File: config.mk
export PLATFORM = sky130hd
export DESIGN_NAME = sudoku_hole_punch
export DESIGN_NICKNAME = d
export VERILOG_FILES = /design/src/rtl/sudoku_pkg.sv /design/src/rtl/cell_mask_81.sv /design/src/rtl/sudoku_hole_punch.sv
export SDC_FILE = /design/constraint.sdc
export NUM_CORES = 1
export LEC_CHECK = 0
export CAP_MARGIN = 20
export CORE_ASPECT_RATIO = 1.1
export CORE_MARGIN = 1.5
export CORE_UTILIZATION = 54
export CTS_CLUSTER_DIAMETER = 150
export CTS_CLUSTER_SIZE = 12
export DETAILED_ROUTE_END_ITERATION = 6
export PLACE_DENSITY = 0.86
export RECOVER_POWER = 50
export SLEW_MARGIN = 10
export SYNTH_ARGS = -nofsm -noshare
export SYNTH_HDL_FRONTEND = slang
export SYNTH_HIERARCHICAL = 1
export SYNTH_SLANG_ARGS = --single-unit
export TNS_END_PERCENT = 1
File: constraint.sdc
create_clock -name clka -period 2.79 [get_ports clka]
set_input_delay 0.558 -clock clka [delete_from_list [all_inputs] [get_ports clka]]
set_output_delay 0.558 -clock clka [all_outputs]
set_load 0.03 [all_outputs]
File: src/rtl/sudoku_pkg.sv
`default_nettype none
// ============================================================================
// Module   : sudoku_pkg
// Purpose  : Shared board geometry, cell typedefs and hole-punch FSM states.
// Revision : 1.0 - initial release
// ============================================================================
package sudoku_pkg;

    localparam int GRID_N = 9;
    localparam int CELLS  = 81;

    typedef logic [6:0] cell_addr_t;
    typedef logic [3:0] digit_t;

    localparam digit_t BLANK = 4'd0;

    typedef enum logic [2:0] {
        S_IDLE  = 3'd0,
        S_REQ   = 3'd1,
        S_WAIT  = 3'd2,
        S_CHECK = 3'd3,
        S_WRITE = 3'd4,
        S_DONE  = 3'd5
    } hp_state_t;

    // row*9+col using a shift-add; exact for row, col <= 8
    function automatic cell_addr_t cell_index(input logic [3:0] row, input logic [3:0] col);
        cell_addr_t w_row7;
        w_row7 = {3'b000, row};
        return (w_row7 << 3) + w_row7 + {3'b000, col};
    endfunction

endpackage
`default_nettype wire

File: src/rtl/cell_mask_81.sv
`default_nettype none
// ============================================================================
// Module   : cell_mask_81
// Purpose  : 81-bit blank-cell mask with clear-all, single-bit set and a
//            combinational test port.
// Revision : 1.0 - initial release
// ============================================================================
module cell_mask_81
    import sudoku_pkg::*;
(
    input  logic       clka,
    input  logic       reset_n,
    input  logic       i_clr,
    input  logic       i_set,
    input  cell_addr_t i_set_addr,
    input  cell_addr_t i_test_addr,
    output logic       o_hit
);

    logic [CELLS-1:0] r_mask;

    // Clear has priority so a fresh run never inherits stale holes
    always_ff @(posedge clka or negedge reset_n) begin
        if (!reset_n) begin
            r_mask <= '0;
        end else if (i_clr) begin
            r_mask <= '0;
        end else if (i_set && (i_set_addr < 7'(CELLS))) begin
            r_mask[i_set_addr] <= 1'b1;
        end
    end

    // Out-of-range addresses read as not-blank; the caller rejects them anyway
    assign o_hit = (i_test_addr < 7'(CELLS)) ? r_mask[i_test_addr] : 1'b0;

endmodule
`default_nettype wire

File: src/rtl/sudoku_hole_punch.sv
`default_nettype none
// ============================================================================
// Module   : sudoku_hole_punch
// Purpose  : Blanks randomly chosen cells of a solved board until the target
//            hole count is reached; rejects off-board and repeated picks.
// Revision : 1.0 - initial release
// ============================================================================
module sudoku_hole_punch
    import sudoku_pkg::*;
#(
    parameter int BASE_HOLES = 30,
    parameter int HOLE_STEP  = 4,
    parameter int SETTLE     = 2,
    parameter int MAX_TRIES  = 1023
) (
    input  logic       clka,
    input  logic       reset_n,
    input  logic       i_start,
    input  logic [3:0] i_rand_A,
    input  logic [3:0] i_rand_B,
    input  logic [2:0] i_rand_setup,
    output logic       o_gen_rand_flag,
    output logic       o_cell_we,
    output cell_addr_t o_cell_addr,
    output digit_t     o_cell_data,
    output logic       o_busy,
    output logic       o_done,
    output logic       o_fail,
    output logic [6:0] o_holes_made
);

    localparam int SW = (SETTLE > 1) ? $clog2(SETTLE) : 1;

    hp_state_t    r_state;
    logic [9:0]   r_tries;
    logic [SW-1:0] r_settle;
    logic [6:0]   r_target;
    logic [6:0]   r_holes;
    logic         r_gen;
    logic         r_we;
    cell_addr_t   r_addr;
    logic         r_busy;
    logic         r_done;
    logic         r_fail;

    logic         w_clr;
    logic         w_hit;
    cell_addr_t   w_addr;
    logic         w_valid;

    assign w_clr   = (r_state == S_IDLE) && i_start;
    assign w_addr  = cell_index(i_rand_A, i_rand_B);
    assign w_valid = (i_rand_A <= 4'd8) && (i_rand_B <= 4'd8) && !w_hit;

    cell_mask_81 u_mask (
        .clka        (clka),
        .reset_n     (reset_n),
        .i_clr       (w_clr),
        .i_set       (r_we),
        .i_set_addr  (r_addr),
        .i_test_addr (w_addr),
        .o_hit       (w_hit)
    );

    // Control FSM; every output is registered alongside the state it belongs to
    always_ff @(posedge clka or negedge reset_n) begin
        if (!reset_n) begin
            r_state  <= S_IDLE;
            r_tries  <= '0;
            r_settle <= '0;
            r_target <= '0;
            r_holes  <= '0;
            r_gen    <= 1'b0;
            r_we     <= 1'b0;
            r_addr   <= '0;
            r_busy   <= 1'b0;
            r_done   <= 1'b0;
            r_fail   <= 1'b0;
        end else begin
            r_gen  <= 1'b0;
            r_we   <= 1'b0;
            r_done <= 1'b0;
            case (r_state)
                S_IDLE: begin
                    if (i_start) begin
                        r_target <= 7'(BASE_HOLES) + 7'(i_rand_setup) * 7'(HOLE_STEP);
                        r_holes  <= '0;
                        r_tries  <= '0;
                        r_fail   <= 1'b0;
                        r_busy   <= 1'b1;
                        r_gen    <= 1'b1;
                        r_state  <= S_REQ;
                    end
                end
                S_REQ: begin
                    if (r_tries != 10'(MAX_TRIES)) begin
                        r_tries <= r_tries + 10'd1;
                    end
                    r_settle <= '0;
                    r_state  <= S_WAIT;
                end
                S_WAIT: begin
                    if (r_settle == SW'(SETTLE - 1)) begin
                        r_state <= S_CHECK;
                    end else begin
                        r_settle <= r_settle + SW'(1);
                    end
                end
                S_CHECK: begin
                    if (w_valid) begin
                        r_we    <= 1'b1;
                        r_addr  <= w_addr;
                        r_state <= S_WRITE;
                    end else if (r_tries < 10'(MAX_TRIES)) begin
                        r_gen   <= 1'b1;
                        r_state <= S_REQ;
                    end else begin
                        r_fail  <= 1'b1;
                        r_busy  <= 1'b0;
                        r_done  <= 1'b1;
                        r_state <= S_DONE;
                    end
                end
                S_WRITE: begin
                    r_holes <= r_holes + 7'd1;
                    if ((r_holes + 7'd1) == r_target) begin
                        r_busy  <= 1'b0;
                        r_done  <= 1'b1;
                        r_state <= S_DONE;
                    end else begin
                        r_gen   <= 1'b1;
                        r_state <= S_REQ;
                    end
                end
                S_DONE: begin
                    r_state <= S_IDLE;
                end
                default: begin
                    r_busy  <= 1'b0;
                    r_state <= S_IDLE;
                end
            endcase
        end
    end

    assign o_gen_rand_flag = r_gen;
    assign o_cell_we       = r_we;
    assign o_cell_addr     = r_addr;
    assign o_cell_data     = BLANK;
    assign o_busy          = r_busy;
    assign o_done          = r_done;
    assign o_fail          = r_fail;
    assign o_holes_made    = r_holes;

endmodule
`default_nettype wire

### Word-level counts from Yosys, hierarchy flattened

Index checks and enable logic that the tools add are counted.

| storage, ports and cells | value |
|---|---|
| memory bits (read-only) | 0 |
| bits in registers | 121 |
| output and inout bits | 23 |
| latch bits | 0 |
| input bits | 14 |
| memories kept | 0 |
| memory bits (writable) | 0 |
| logic and storage cells | 101 |

| cells by class | value |
|---|---|
| divide/modulo/power cells | 0 |
| shift operators | 0 |
| order comparisons | 8 |
| equality and inequality tests | 13 |
| $mul | 0 |
| muxes and demuxes | 40 |
| bitwise gates (word level) | 2 |
| add/sub/neg operators | 6 |
| reduce and logical (&&, ||, !) cells | 20 |

Operators by type and width:

| kind | count |
|---|---|
| $mux W81 | 2 |
| $or A81 B81 Y81 | 1 |
| $mux W1 | 20 |
| $mux W10 | 2 |
| $pmux W10 S2 | 1 |
| $lt A7 B8 Y1 const B | 2 |
| $mux W3 | 5 |
| $pmux W3 S5 | 1 |
| $add A7 B4 Y7 | 2 |
| $lt A7 B7 Y1 const B | 2 |
| $pmux W7 S2 | 1 |
| $ne A2 B2 Y1 const B | 6 |
| $add A10 B1 Y10 const B | 1 |
| $lt A10 B10 Y1 const B | 1 |
| $ne A10 B10 Y1 const B | 1 |
| $reduce_bool A2 Y1 | 5 |
| $le A4 B4 Y1 const B | 2 |
| $reduce_and A2 Y1 | 4 |
| $add A7 B1 Y7 const B | 1 |
| $bmux W1 S7 | 1 |
| $demux W1 S7 | 1 |
| $eq A7 B7 Y1 | 1 |
| $ge A7 B1 Y1 const B | 1 |
| $mux W7 | 1 |
| other kinds (16) | 24 |

### Longest topological paths before layout

Gate-level depths: netlist (run 1).

| depth | value |
|---|---|
| depth after elaboration | 9 |
| depth in mapped cells | 18 |

### Cells and area by module

Netlist (run 1), hierarchy kept.

By module, submodules not included:

| module | area an instance (um^2) | instances | cells each |
|---|---|---|---|
| cell_mask_81 | 3,694.8 | 1 | 348 |
| sudoku_hole_punch | 2,169.6 | 1 | 217 |

### Worst setup path before layout (run 1)

OpenSTA, ideal clock, no wires.

| path | value |
|---|---|
| path kind | input to register |
| start point | input port i_rand_A[1] |
| end point | register r_addr[0] (netlist: o_cell_addr[0]) |
| setup time | 125 ps |
| arrival | 3,978 ps |
| data required time | 2,665 ps |
| buffers on the path | 2 |
| stages | 15 |
| path slack | -1,313 ps |
| cell sequence | ha_1 -> ha_1 -> inv_1 -> fa_1 -> inv_1 -> clkbuf_1 -> buf_2 -> mux4_2 -> o211ai_1 -> o2111ai_1 -> and4_1 -> nor4_2 -> o21ai_0 -> nor2_2 -> mux2_2 |

| between the ends | value |
|---|---|
| word-level cells in the longest chain between the ends | 8 |
| elaborated cells on any way between the ends | 11 |
| those cells by class | add/sub: 2; order compare: 2; mux: 3; reduce/logical: 4 |

Ends and longest elaborated chain:

| element | line | RTL |
|---|---|---|
| start: declaration | sudoku_hole_punch.sv:19 | `input logic [3:0] i_rand_A,` |
| $add A7 B4 Y7 * (2 in a row) | sudoku_pkg.sv:30 | `return (w_row7 << 3) + w_row7 + {3'b000, col};` |
| via w_addr[2] | sudoku_hole_punch.sv:48 | `cell_addr_t w_addr;` |
| $bmux W1 S7 | cell_mask_81.sv:34 | `assign o_hit = (i_test_addr < 7'(CELLS)) ? r_mask[i_test_addr] : 1'b0;` |
| $mux W1 (implied by the code) | cell_mask_81.sv:34 |  |
| $mux W1 * | cell_mask_81.sv:34 |  |
| via w_hit | sudoku_hole_punch.sv:47 | `logic w_hit;` |
| $logic_not A1 Y1 * | sudoku_hole_punch.sv:53 | `assign w_valid = (i_rand_A <= 4'd8) && (i_rand_B <= 4'd8) && !w_hit;` |
| $logic_and A1 B1 Y1 * | sudoku_hole_punch.sv:53 |  |
| $reduce_and A2 Y1 (no line) * | n/a |  |
| end signal: assignment | sudoku_hole_punch.sv:112 | `r_addr <= w_addr;` |
| end: declaration | sudoku_hole_punch.sv:41 | `cell_addr_t r_addr;` |

Mark *: on every way through the listed nets, which the timed path passes. The rest lies on a longest branch. The select of a mux whose other input is x is not followed.
A chain may end at the register's enable or synchronous reset.

### Final worst setup path (run 1)

| path | value |
|---|---|
| start point | input port i_rand_B[3] |
| end point | register r_busy (netlist: o_busy) |

| between the ends | value |
|---|---|
| word-level cells in the longest chain between the ends | 8 |
| elaborated cells on any way between the ends | 11 |
| those cells by class | add/sub: 1; order compare: 2; eq/ne: 1; mux: 3; reduce/logical: 4 |

Ends and longest elaborated chain:

| element | line | RTL |
|---|---|---|
| start: declaration | sudoku_hole_punch.sv:20 | `input logic [3:0] i_rand_B,` |
| $add A7 B4 Y7 * | sudoku_pkg.sv:30 |  |
| via w_addr[3] | sudoku_hole_punch.sv:48 |  |
| $bmux W1 S7 | cell_mask_81.sv:34 |  |
| $mux W1 (implied by the code) | cell_mask_81.sv:34 |  |
| $mux W1 * | cell_mask_81.sv:34 |  |
| via w_hit | sudoku_hole_punch.sv:47 |  |
| $logic_not A1 Y1 * | sudoku_hole_punch.sv:53 |  |
| $logic_and A1 B1 Y1 * | sudoku_hole_punch.sv:53 |  |
| $ne A2 B2 Y1 (no line) * | n/a |  |
| $reduce_and A5 Y1 (no line) * | n/a |  |
| end signal: assignment | sudoku_hole_punch.sv:76 | `r_busy <= 1'b0;` |
| end signal: assignment | sudoku_hole_punch.sv:90 | `r_busy <= 1'b1;` |
| end signal: assignment | sudoku_hole_punch.sv:119 | `r_busy <= 1'b0;` |
| end: declaration | sudoku_hole_punch.sv:42 | `logic r_busy;` |

Marks and branches as above.

==> results of run 1 <==
==> power by group <==
group          internal, mW  switching, mW
registers              1.93          0.306
clock network          1.35          0.802
logic                 0.762           1.17
total                  4.04           2.28
==> layout by cell type (no fill, tap or decap), types with 3 or more instances in the layout <==
cell	count
a21oi_1	85
a31oi_1	3
and3_1	5
buf_2	4
buf_4	47
buf_6	4
clkbuf_16	17
clkdlybuf4s50_1	23
clkinv_4	4
clkinvlp_4	4
conb_1	4
dfrtp_1	119
ha_1	5
ha_4	5
inv_1	11
inv_2	4
mux2_4	8
mux2i_1	10
mux4_1	6
mux4_2	11
nand2_1	27
nand2b_1	12
nand3_1	4
nor2_1	114
nor2_2	3
nor2b_1	3
nor3_1	8
o2111ai_1	5
o21a_1	3
o21ai_0	15
o31ai_1	4
xnor2_1	12
xor2_1	6
==> metal layers <==
layer  part of all wire, %  up-vias  track usage [%]
met2                    46      495             53.7
met5                     0        -                0
met3                    13      152             14.0
met4                   6.6        0             20.6
met1                    34     2625             41.4
li1                      -     2164                -
==> metrics by stage <==
stage               worst slack, ns  instance area, um2  power, mW
global route                  -1.08                7430       6.53
global placement              -1.69                6630       3.76
CTS                          -0.891                7380       6.13
detailed placement            -1.88                6630       3.85
floorplan                     -1.11                5890       3.21
finish                       -0.990                7430       6.32
==> critical path, delay by kind of cell <==
| family | cells | cell delay [ns] |
|---|---|---|
| simple gates | 2 | 0.36 |
| xor+xnor | 1 | 0.13 |
| fa+ha+maj | 2 | 0.84 |
| compound gates | 7 | 1.34 |
| buf+inv | 5 | 0.84 |
==> worst max path at each step <==
stage                start                         end  slack [ns]  cells past startpoint
2_1_floorplan  i_rand_A[1]  o_cell_addr[0]$_DFFE_PN0P_       -1.11                     15
3_3_place_gp   i_rand_A[1]  o_cell_addr[3]$_DFFE_PN0P_       -1.69                     16
3_5_place_dp   i_rand_B[1]  o_cell_addr[3]$_DFFE_PN0P_       -1.88                     16
4_1_cts        i_rand_A[1]  o_cell_addr[3]$_DFFE_PN0P_       -0.89                     16
5_1_grt        i_rand_B[3]          o_fail$_DFFE_PN0P_       -1.08                     16
6_report       i_rand_B[3]          o_busy$_DFFE_PN0P_       -0.99                     17
==> synth_stat cells (4+ instances only) <==
master and count:
mux2_2 7, clkbuf_1 15, ha_1 10, nand3_1 5
inv_1 15, mux2i_1 11, mux4_1 8, a21oi_1 87
nor3_1 9, nor2_1 116, nand2b_1 12, xor2_1 6
o2111ai_1 5, o21ai_0 18, nand2_1 28, o31ai_1 4
buf_4 6, xnor2_1 13, mux4_2 9, and3_1 5
dfrtp_1 119
==> what timing repair did <==
action | in CTS | in global routing
resized for setup | 67 | 14
buffers inserted | 5 | 0
setup endpoints to repair | 14 | 14
pin swaps | 20 | 3
==> sequential cells by signal (all words and copies together) (netlist names) <==
name / flops
o_fail: 1
o_gen_rand_flag: 1
o_holes_made: 7
r_settle: 1
o_cell_we: 1
u_mask/r_mask: 81
o_done: 1
o_busy: 1
r_target: 5
o_cell_addr: 7
r_state: 3
r_tries: 10
==> layout make-up <==
class                           instances  area (um2)
Inverter                               16        65.1
Clock inverter                         11         126
Tap cell                              143         179
Sequential cell                       119        2980
Timing Repair Buffer                   86         746
Clock buffer                           20         457
Fill cell                             602        3060
Multi-Input combinational cell        406        2880
Antenna cell                            1        2.50
==> cell families after synthesis <==
logic type / synth area share, %
and+or+nand+nor: 14.8
AOI/OAI and AO/OA: 14.1
DFF: 50.8
buffers and inverters: 3.63
muxes: 10.5
xor gates and xnor gates: 3.22
adders and majority gates: 2.82
other: 0.0639
==> key figures, run 1 <==
Run status
  – Status: finished, violations left
  – Failing checks: DRC, capacitance limit, slew limit, setup timing

STA
  – Final Slew Violations: 39
  – Worst Tran Pin Value: 2.08 ns
  – Fin crit share: 135%
  – Fin crit period: 3.78 ns
  – Max Fclk: 0.265 GHz
  – Final setup TNS: -12.03 ns
  – Max-slew headroom: -38.6%
  – Hold violation total from the final report: 0
  – Post-route setup slack: -0.990 ns
  – Setup violators final: 14
  – Clock Skew: 0.0102 ns
  – RSZ-0062 raised after global routing: yes
  – WHS: 0.490 ns

Job
  – Max_cap viols: 1

Worst setup path
  – Worst path slowest cell: fa_1
  – Reg2reg setup slack: -0.19 ns
  – CP Data Required Time: 3.09 ns
  – Critical Path End Type: register
  – Critical Path Fanout Max: 4
  – Worst Setup Path Type: primary input to register
  – Reg-to-reg endpoint: o_cell_addr[3]$_DFFE_PN0P_
  – Crit-path max cell delay: 0.51 ns
  – Crit-path cells: dlygate4sd2_1 > fa_1 > ha_4 > xnor2_1 > buf_4 > inv_1 > buf_4 > a31oi_1 > o211ai_1 > o2111ai_1 > and4_4 > nor2_1 > o21ai_2 > buf_4 > a21oi_1 > o31a_1 > a211o_1
  – FF-to-FF Start: u_mask/r_mask[73]$_DFFE_PN0P_
  – Critical path startpoint category: primary input
  – WP data arrival: 4.08 ns
  – FF-to-FF path depth: 10
  – Crit path top cell by count: buf_4

Min path
  – Hold path depth: 1
  – Hold path endpoint: r_target[1]$_DFFE_PN0P_
  – Hold_sp: r_target[1]$_DFFE_PN0P_
  – HP Class: register to register

Floorplanning
  – Row cnt: 39
  – Die area: 0.0115 mm2
  – Die width: 102 um
  – Die Y: 112 um
  – Initial cell density of the core: 55.9%
  – # IOs: 37
  – Core ar.: 0.0105 mm2

GRT
  – Total track usage: 35.1%
  – Total congestion overflow: 0
  – Vias in the first global route: 5508
  – First-pass GRT wire length: 29.9 mm
  – Initial antenna violation count: 0
  – Largest net degree at the start of global routing: 82

Logic synthesis
  – Post-synth top area cell: dfrtp_1
  – Syn Inst Count: 565
  – Post-synth top area share: 50.8%
  – Syn Area/Cell: 10.4 um2
  – Main synth FF type: dfrtp_1
  – Sequential share of the synthesized area: 50.8%
  – Post-synth cell types: 60
  – Synth warn: 6
  – Synth Cell Area: 0.00586 mm2
  – Seq cells post-synth: 119
  – Top cells by area, synth: dfrtp_1, a21oi_1, nor2_1
  – Number of enable flip-flop cells after synthesis: 0
  – Post-synthesis async set-or-reset flop share: 100%

Clock tree
  – Htree depth: 4
  – CTS Sinks: 119
  – Clk_lat worst skew: 0.42 ns
  – Clk root buf: clkbuf_16
  – Clock Pin Slew Worst Setup and Hold Paths: 0.06 ns
  – CTS tree: done
  – Hold bufs inserted after CTS: 0
  – CTS buffer count: 17
  – Deepest clock path buffer count: 2

Detailed routing
  – Via/cell ratio: 6.78
  – Drt wl/cell: 24.6 um
  – Final ANT Viol Nets: 0
  – First-iteration detailed-routing DRC count: 667
  – Vias: 5436
  – DRC viols: 3
  – Drt first pass iters: 7
  – WL final: 19.7 mm

Place
  – Global placer's final weighted congestion: 0.920
  – Post-DP HPWL: 9.94 mm
  – Placed insts: 765
  – I/O Buffers: 32

Power and ir drop
  – VDD IR max: 0.000507 V
  – P_leak: 3.50 nW
  – Power per cell area: 851 mW/mm2

Final layout
  – Share of layout cells above drive strength 1: 22.0%
  – Final cell count without fillers: 802
  – # nets final: 672
  – Area grow syn2layout: 26.7%
  – Final Util: 70.8%
Note: power is estimated with default switching activity, not from simulation.
==> run 2: changes to the inputs <==
Settings changed: RECOVER_POWER 50 to default.
==> run 2 against run 1 <==
The run ends with setup timing left. Critical path depth unchanged. Via count decreased by 0.22%. Final area increased by 0.25%. Sequential share of layout area decreased by 0.10 points. Maximum frequency decreased by 0.59%. Utilization increased by 0.18 points. Non-clock buffer count unchanged. First-iteration DRC count increased by 7.3%. Clock skew increased by 0.0018 ns. Cell count unchanged. Register-to-register slack improved by 0.05 ns. Wire length decreased by 0.42%. Critical endpoint unchanged. Largest cell class unchanged.
==> key figures, run 2 (same netlist as run 1, synthesis figures left out) <==
Worst setup path
  – CP Launch Point: i_rand_B[3]
  – Critical path startpoint category: primary input
  – Crit-path cells: dlygate4sd2_1 > fa_1 > ha_4 > xnor2_1 > buf_4 > inv_1 > buf_4 > a31oi_1 > o211ai_1 > o2111ai_1 > and4_4 > nor2_1 > o21ai_2 > buf_4 > a21oi_1 > o31a_1 > a211o_1
  – Worst Setup Path Type: primary input to register
  – Critical Path End Type: register
  – Critical Path Fanout Max: 4 (unchanged)
  – Crit-path max cell delay: 0.51 ns (about the same)
  – CP Data Required Time: 3.09 ns (about the same)
  – FF-to-FF Start: u_mask/r_mask[73]$_DFFE_PN0P_
  – Worst path slowest cell: fa_1
  – WP data arrival: 4.10 ns (+0.02 ns)
  – Crit path top cell by count: buf_4

Final layout
  – Register with the most flip-flops: u_mask/r_mask
  – Top Registers: u_mask/r_mask (81), r_tries (10)
  – Multi-input gate area: 0.00288 mm2 (unchanged)
  – Register area: 0.00298 mm2 (unchanged)
  – Largest register FFs: 81 (unchanged)
  – Post-Layout Inst Area: 0.00745 mm2 (+0.25%)
  – Final cell count without fillers: 802 (unchanged)
  – Fillers: 599 (-0.50%)
  – Share of layout cells above drive strength 1: 22.2% (+0.15 points)
  – # nets final: 672 (unchanged)
  – Leading cell types in the layout, fill and taps excluded: dfrtp_1, nor2_1, a21oi_1
  – Area grow syn2layout: 27.0%
  – Commonest non-fill, non-tap cell in the layout: dfrtp_1

Detailed routing
  – Met3 wire length: 2.45 mm (-6.6%)
  – Wl on met1: 6.76 mm (+1.5%)
  – DRC viols: 0 (-3)
  – Final ANT Viol Nets: 0 (unchanged)
  – First-iteration detailed-routing DRC count: 716 (+7.3%)
  – Top routing layer in use: met4
  – Via/cell ratio: 6.76 (-0.22%)
  – Vias: 5424 (-0.22%)
  – WL final: 19.7 mm (-0.42%)
  – Drt first pass iters: 6 (-1)
  – Drt wl/cell: 24.5 um (-0.42%)
  – WL met2: 9.19 mm (+0.37%)

STA
  – Hold violation total from the final report: 0 (unchanged)
  – RSZ-0062 raised after global routing: yes
  – Final Slew Violations: 0 (-100%)
  – Fin crit period: 3.80 ns (+0.0224 ns)
  – Worst Tran Pin Value: 1.24 ns (-0.836 ns)
  – Max-slew headroom: 17.1% (+56 points)
  – Clock Skew: 0.0120 ns (+0.00182 ns)
  – Post-route setup slack: -1.01 ns (-0.0224 ns)
  – WHS: 0.108 ns (-0.381 ns)
  – Setup violators final: 14 (unchanged)
  – Fin crit share: 136% (+0.80 points)
  – Max Fclk: 0.263 GHz (-0.59%)

Min path
  – HP Class: primary input to async pin

Floorplanning
  – Die area: 0.0115 mm2 (unchanged)
  – Die width: 102 um (unchanged)
  – Row cnt: 39 (unchanged)
  – Core ar.: 0.0105 mm2 (unchanged)
  – Die Y: 112 um (unchanged)
  – Initial cell density of the core: 55.9% (unchanged)
  – # IOs: 37 (unchanged)

GRT
  – Initial antenna violation count: 0 (unchanged)
  – Total congestion overflow: 0 (unchanged)
  – Total track usage: 35.1% (unchanged)
  – First-pass GRT wire length: 29.9 mm (unchanged)
  – Vias in the first global route: 5508 (unchanged)
  – Largest net degree at the start of global routing: 82 (unchanged)

Place
  – Global placer's final weighted congestion: 0.920 (unchanged)
  – I/O Buffers: 32 (unchanged)
  – DP Area: 0.00663 mm2 (unchanged)
  – Post-DP HPWL: 9.94 mm (unchanged)
  – Placed insts: 765 (unchanged)

Power and ir drop
  – VDD IR max: 0.000507 V (about the same)
  – Power per cell area: 848 mW/mm2 (-0.29%)
  – P_leak: 3.50 nW (+0.25%)

Clock tree
  – Clk root buf: clkbuf_16
  – Deepest clock path buffer count: 2 (unchanged)
  – Clk_lat worst skew: 0.42 ns (about the same)
  – CTS Sinks: 119 (unchanged)
  – Htree depth: 4 (unchanged)
  – CTS buffer count: 17 (unchanged)
  – Clock Pin Slew Worst Setup and Hold Paths: 0.06 ns (about the same)
  – CTS tree: done

Run status
  – Status: finished, violations left
  – Failing checks: setup timing

Job
  – Max_cap viols: 0 (-1)
==> run 2: cell types whose count changed in the layout (fill, tap and decap cells not counted), sizes merged <==
cell / previous run / this run
buf: 59 / 61
clkbuf: 22 / 20
==> run 2: final timing paths <==
check	slack, ns	endpoint	cells past startpoint
setup / recovery	-1.01	o_busy$_DFFE_PN0P_	17
hold / removal	0.11	o_holes_made[2]$_DFFE_PN0P_	1
setup reg to reg	-0.14	o_cell_addr[3]$_DFFE_PN0P_	10
hold reg to reg	0.49	r_target[1]$_DFFE_PN0P_	1
max in group asynchronous	1.98	u_mask/r_mask[60]$_DFFE_PN0P_	2
min in group clka	0.49	r_target[1]$_DFFE_PN0P_	1
==> run 2: repair_timing <==
item | CTS | global route
hold buffers | 0 | 0
gates resized for setup | 67 | 14
buffers inserted | 5 | 0
pin swaps | 20 | 3
endpoints found under the setup margin | 14 | 14
==> run 2: metal layers <==
metal | vias to the layer above | global-route usage, %
met3 | 159 | 14.0
met4 | 0 | 20.6
met1 | 2590 | 41.4
li1 | 2168 | -
met2 | 507 | 53.7
met5 | - | 0
==> run 2: final cells by class <==
cell class / count / area share [%]
Sequential cell: 119 / 40.0
Antenna cell: 1 / 0.0336
Tap cell: 143 / 2.40
Inverter: 16 / 0.874
Timing Repair Buffer: 86 / 10.3
Clock inverter: 11 / 1.70
Clock buffer: 20 / 6.13
Multi-Input combinational cell: 406 / 38.6
==> run 2: critical path, delay by kind of cell <==
family | cells | cell delay (ns)
buffers and inverters | 5 | 0.85
AND/OR/NAND/NOR | 2 | 0.36
XOR/XNOR | 1 | 0.13
adder cells (fa/ha/maj) | 2 | 0.84
AO/OA/AOI/OAI | 7 | 1.35
==> run 2: report_power, final <==
group | switching (mW) | internal [mW]
clock network | 0.802 | 1.35
logic | 1.17 | 0.765
registers | 0.304 | 1.93
==> run 2: stage by stage <==
step	total power, mW	setup WS, ns	TNS, ns	util [%]
after CTS	6.13	-0.891	-11.05	70.4
after floorplan	3.21	-1.11	-12.70	-
after detailed placement	3.85	-1.88	-24.19	63.2
after global routing	6.53	-1.08	-12.95	71.0
after global placement	3.76	-1.69	-21.86	63.2
final	6.32	-1.01	-12.05	71.0
==> run 3: changes to the inputs <==
Settings changed: HOLD_SLACK_MARGIN from default to 0.02.
==> results of run 3 <==
Final layout, timing and power as in run 2 (identical DEF).
